`config.mk`:
```
export PLATFORM = sky130hd
export DESIGN_NAME = data_axi_bridge
export DESIGN_NICKNAME = d
export VERILOG_FILES = /design/src/rtl/data_axi_bridge.sv
export SDC_FILE = /design/constraint.sdc
export NUM_CORES = 1
export LEC_CHECK = 0
export CAP_MARGIN = 20
export CORE_MARGIN = 2
export CORE_UTILIZATION = 38
export CTS_BUF_LIST = sky130_fd_sc_hd__clkbuf_8 sky130_fd_sc_hd__clkbuf_16
export CTS_CLUSTER_DIAMETER = 200
export DETAILED_ROUTE_END_ITERATION = 7
export PLACE_DENSITY = 0.77
export SLEW_MARGIN = 10
export SYNTH_ARGS = -nofsm -noshare
export SYNTH_HDL_FRONTEND = slang
export SYNTH_SLANG_ARGS = --single-unit
```
`constraint.sdc`:
```
create_clock -name clk -period 1.85 [get_ports clk]
set_clock_uncertainty 0.05 [all_clocks]
set_input_delay 0.4625 -clock clk [delete_from_list [all_inputs] [get_ports clk]]
set_output_delay 0.4625 -clock clk [all_outputs]
set_load 0.1 [all_outputs]
```
`src/rtl/data_axi_bridge.sv`:
```
// Bridges the MEM-stage SRAM-like data port to single-beat AXI reads/writes, one transaction at a time.
// Build option: define DATA_BRIDGE_POSTED_WRITE_EN to complete writes on AW+W instead of waiting for B.
module data_axi_bridge #(
  parameter logic [31:0] ADDR_MASK = 32'h1FFF_FFFF
) (
  input  logic        clk,
  input  logic        rst,
  input  logic        data_req,
  input  logic        data_wr,
  input  logic [1:0]  data_size,
  input  logic [31:0] data_addr,
  input  logic [31:0] data_wdata,
  output logic [31:0] data_rdata,
  output logic        data_addr_ok,
  output logic        data_data_ok,
  output logic [31:0] araddr,
  output logic [2:0]  arsize,
  output logic        arvalid,
  input  logic        arready,
  input  logic [31:0] rdata,
  input  logic        rvalid,
  output logic        rready,
  output logic [31:0] awaddr,
  output logic [2:0]  awsize,
  output logic        awvalid,
  input  logic        awready,
  output logic [31:0] wdata,
  output logic [3:0]  wstrb,
  output logic        wvalid,
  input  logic        wready,
  input  logic        bvalid,
  output logic        bready
);

  typedef enum logic [2:0] {IDLE, RD_A, RD_D, WR_AW, WR_B} state_t;

  state_t      state, state_nxt;
  logic        accept, done_nxt, rd_load;
  logic        aw_pend, w_pend, aw_left, w_left;
  logic [1:0]  size_q;
  logic [31:0] addr_q, wdata_q;
  logic [3:0]  wstrb_q;

  // Size 3 is never issued by MEM; fold it onto a full word.
  function automatic logic [1:0] norm_size(input logic [1:0] size);
    return (size == 2'd3) ? 2'd2 : size;
  endfunction

  function automatic logic [3:0] strb_of(input logic [1:0] size, input logic [1:0] off);
    case (size)
      2'd0:    return 4'b0001 << off;
      2'd1:    return 4'b0011 << off;
      default: return 4'b1111;
    endcase
  endfunction

  always_ff @(posedge clk or negedge rst) begin
    if (!rst) state <= IDLE;
    else      state <= state_nxt;
  end

  always_comb begin
    state_nxt    = state;
    accept       = 1'b0;
    done_nxt     = 1'b0;
    rd_load      = 1'b0;
    data_addr_ok = 1'b0;
    arvalid      = 1'b0;
    rready       = 1'b0;
    awvalid      = 1'b0;
    wvalid       = 1'b0;
    bready       = 1'b0;
    aw_left      = aw_pend & ~awready;
    w_left       = w_pend & ~wready;
    case (state)
      IDLE: begin
        data_addr_ok = data_req;
        if (data_req) begin
          accept    = 1'b1;
          state_nxt = data_wr ? WR_AW : RD_A;
        end
      end
      RD_A: begin
        arvalid = 1'b1;
        if (arready) state_nxt = RD_D;
      end
      RD_D: begin
        rready = 1'b1;
        if (rvalid) begin
          rd_load   = 1'b1;
          done_nxt  = 1'b1;
          state_nxt = IDLE;
        end
      end
      WR_AW: begin
        // AW and W retire independently; leave only once neither is outstanding.
        awvalid = aw_pend;
        wvalid  = w_pend;
        if (!aw_left && !w_left) begin
          state_nxt = WR_B;
`ifdef DATA_BRIDGE_POSTED_WRITE_EN
          done_nxt  = 1'b1;
`endif
        end
      end
      WR_B: begin
        bready = 1'b1;
        if (bvalid) begin
          state_nxt = IDLE;
`ifdef DATA_BRIDGE_POSTED_WRITE_EN
          done_nxt  = 1'b0;
`else
          done_nxt  = 1'b1;
`endif
        end
      end
      default: state_nxt = IDLE;
    endcase
  end

  always_ff @(posedge clk or negedge rst) begin
    if (!rst) begin
      data_rdata   <= '0;
      data_data_ok <= 1'b0;
      size_q       <= '0;
      addr_q       <= '0;
      wdata_q      <= '0;
      wstrb_q      <= '0;
      aw_pend      <= 1'b0;
      w_pend       <= 1'b0;
    end else begin
      data_data_ok <= done_nxt;
      if (rd_load) data_rdata <= rdata;
      if (accept) begin
        size_q  <= norm_size(data_size);
        addr_q  <= data_addr & ADDR_MASK;
        wdata_q <= data_wdata;
        wstrb_q <= strb_of(norm_size(data_size), data_addr[1:0]);
        aw_pend <= data_wr;
        w_pend  <= data_wr;
      end else if (state == WR_AW) begin
        aw_pend <= aw_left;
        w_pend  <= w_left;
      end
    end
  end

  assign araddr = addr_q;
  assign arsize = {1'b0, size_q};
  assign awaddr = addr_q;
  assign awsize = {1'b0, size_q};
  assign wdata  = wdata_q;
  assign wstrb  = wstrb_q;

endmodule

```
==> flow_metrics.tcl <==
set metrics [dict create \
    drc_errors 0 \
    crit_required_ps 1340 \
    yosysMostFrequentCell "nand2_1" \
    r2r_setup_slack_ps 40 \
    cts_buffers 9 \
    timing.fmax_mhz 485.0 \
    drv_slew 0 \
    die_w_um 111.9 \
    drtAntennaViolNets 0 \
    start_kind "flop" \
    path_max_fanout 3 \
    routedWlPerCell_um 17.40 \
    wl_um 14030 \
    rr_worst_depth 6 \
    endpoint_kind "output pin" \
    cap_violations 0 \
    clk_pin_slew_ps 70 \
    critPathMaxStageDelay_ps 530 \
    multiInputGateArea_um2 1396 \
    routed_via_density 4.726 \
    dieArea_um2 12520 \
    diodes 0 \
    synth_commonest_cells "nand2_1, dfrtp_1, buf_4" \
    dp.cells 782 \
    violations "setup timing" \
    synth.area.top_cells "dfrtp_1, nand2_1, buf_4" \
    crit_type "flop to output pin" \
    pin_count 252 \
    cts_sinks 105 \
    worstReg2RegStart "state[2]$_DFFE_PN0P_" \
    hold_violations 0 \
    grt_setup_unrepaired "yes" \
    grt_usage_pct 22.01 \
    place.port_buffers 240 \
    holdBufCountCts 0 \
    grt_max_degree 57 \
    synth_edf_count 0 \
    gp_congestion 0.7830 \
    synthArstFlopShare_pct 100.0 \
    initial_utilization_pct 38.91 \
    finalCriticalPeriod_ps 2062 \
    syn2layout_area_growth_pct 95.36 \
    dpl.hpwl_um 10840 \
    synth_area_leader_cell "dfrtp_1" \
    synth_top_area_share_pct 59.39 \
    synth_ff_type "dfrtp_1" \
    path_cells "or4b_4, inv_4, buf_12" \
    drtIter0Drc 173 \
    grt_antenna_before_repair 0 \
    ys_ff_latch 105 \
    insertion_delay_ps 330 \
    synth-warning-count 0 \
    fill_cells 719 \
    critical-path-top-delay-family "simple AND/OR/NAND/NOR gates" \
    path_buf_inv 2 \
    grt_pass1_wl_um 21770 \
    root_buffer "clkbuf_16" \
    crit_start "state[2]$_DFFE_PN0P_" \
    fin_tns_setup_ps -681.6 \
    layout_setup_ws_ps -211.9 \
    place_ws_ps -373.9 \
    syn_area_um2 4424 \
    drive_above_1_share_pct 36.05 \
    cts_buffer_depth 2 \
    cts_tree "yes" \
    worstReg2RegEnd "data_rdata[1]$_DFFE_PN0P_" \
    cp.arrival_ps 1550 \
    seqCellArea_um2 2668 \
    gr-total-overflow 0 \
    rows 39 \
    critPathSlowestCell "or4b_4" \
    first_global_vias 4058 \
    status "finished with violations" \
    core-area_um2 11370 \
    fin_cells 806 \
    hold_path_class "input port to async pin" \
    yosysSeqAreaShare_pct 59.39 \
    yosysUniqueCellTypes 29 \
    drt-pass1-iter-count 5 \
    setup_viol_count_final 6 \
    die_y_um 111.9 \
    vias 3809 \
    layout.nets 765 \
    synthCells 434 \
    synth_area_per_cell_um2 10.19 \
    htree_levels 3 \
    finalCritPeriodShare_pct 111.5 \
]
==> logic make-up (layout without fill, tap and decap cells) <==
| logic type | Yosys count | after routing | synth area share, % |
|---|---|---|---|
| muxes | 33 | 33 | 8.399 |
| buffers and inverters | 68 | 290 | 10.72 |
| and+or+nand+nor | 208 | 208 | 18.75 |
| other | 1 | 8 | 0.08476 |
| DFF | 105 | 105 | 59.39 |
| AOI/OAI and AO/OA | 19 | 19 | 2.658 |
==> per-layer routing <==
| layer | wire length [um] | part of all wire, % | track usage, % |
|---|---|---|---|
| met1 | 5021 | 36 | 23.84 |
| met2 | 7760 | 55 | 42.51 |
| met3 | 992 | 7.1 | 5.280 |
| met4 | 253 | 1.8 | 5.926 |
| met5 | 0 | 0 | 0 |
==> repair_timing <==
action / 4_1_cts / 5_1_grt
pin swaps: 2 / 2
endpoints found under the setup margin: 17 / 36
gates resized for setup: 7 / 7
buffers inserted: 5 / 2
cloned: 0 / 2
==> cell type report <==
cell class                 instances  share of cell area (%)
sequential                       105                   30.86
inverter                          10                  0.4922
multi-input combinational        268                   16.16
clock buffer                      11                   2.924
timing repair buffer             264                   47.24
clock inverter                     5                  0.2606
tap                              143                   2.070
==> metrics by stage <==
stage / util, % / area [um2] / hold WS (ps)
after floorplan: - / 4547 / 116.9
after global placement: 72.43 / 8235 / 433.1
after detailed placement: 72.43 / 8235 / 434.9
after CTS: 75.34 / 8566 / 69.65
after global routing: 76.02 / 8643 / 86.76
final: 76.02 / 8643 / 61.97
==> placed cells by master, fill, tap and decap left out, drive strengths merged, types with 2 or more instances in the layout <==
| cell type | netlist | layout |
|---|---|---|
| nor3 | 2 | 2 |
| buf | 57 | 160 |
| nor2 | 3 | 3 |
| a21o | 2 | 2 |
| a21oi | 5 | 5 |
| clkdlybuf4s50 | 0 | 101 |
| nand2 | 190 | 190 |
| nand3b | 2 | 2 |
| dfrtp | 105 | 105 |
| clkbuf | 1 | 13 |
| nor2b | 2 | 2 |
| o21ai | 5 | 5 |
| clkinv | 0 | 3 |
| nand2b | 2 | 2 |
| o31ai | 3 | 3 |
| o211ai | 2 | 2 |
| mux2 | 33 | 33 |
| conb | 1 | 8 |
| inv | 10 | 12 |
| nand3 | 2 | 2 |
==> worst max-delay path by stage <==
| stage | depth (start not counted) | end |
|---|---|---|
| 2_1_floorplan | 5 | data_rdata[13]$_DFFE_PN0P_ |
| 3_3_place_gp | 4 | data_addr_ok |
| 3_5_place_dp | 4 | data_addr_ok |
| 4_1_cts | 3 | data_addr_ok |
| 5_1_grt | 3 | data_addr_ok |
| 6_report | 3 | data_addr_ok |
==> sequential cells by signal (all words and copies together) (netlist names) <==
register / flops
w_pend: 1
data_data_ok: 1
size_q: 2
wstrb: 4
data_rdata: 32
wdata: 32
aw_pend: 1
araddr: 29
state: 3
==> worst register-to-register path, delay by kind of cell, from the launching register on <==
family,cells,cell delay (ps)
multiplexers,1,350
AND/OR/NAND/NOR,2,440
flip-flops,1,440
buffers and inverters,3,430
Power is left out: the tool's default activity adds up to more than one toggle a clock period on the data nets, which glitch-free logic cannot reach.
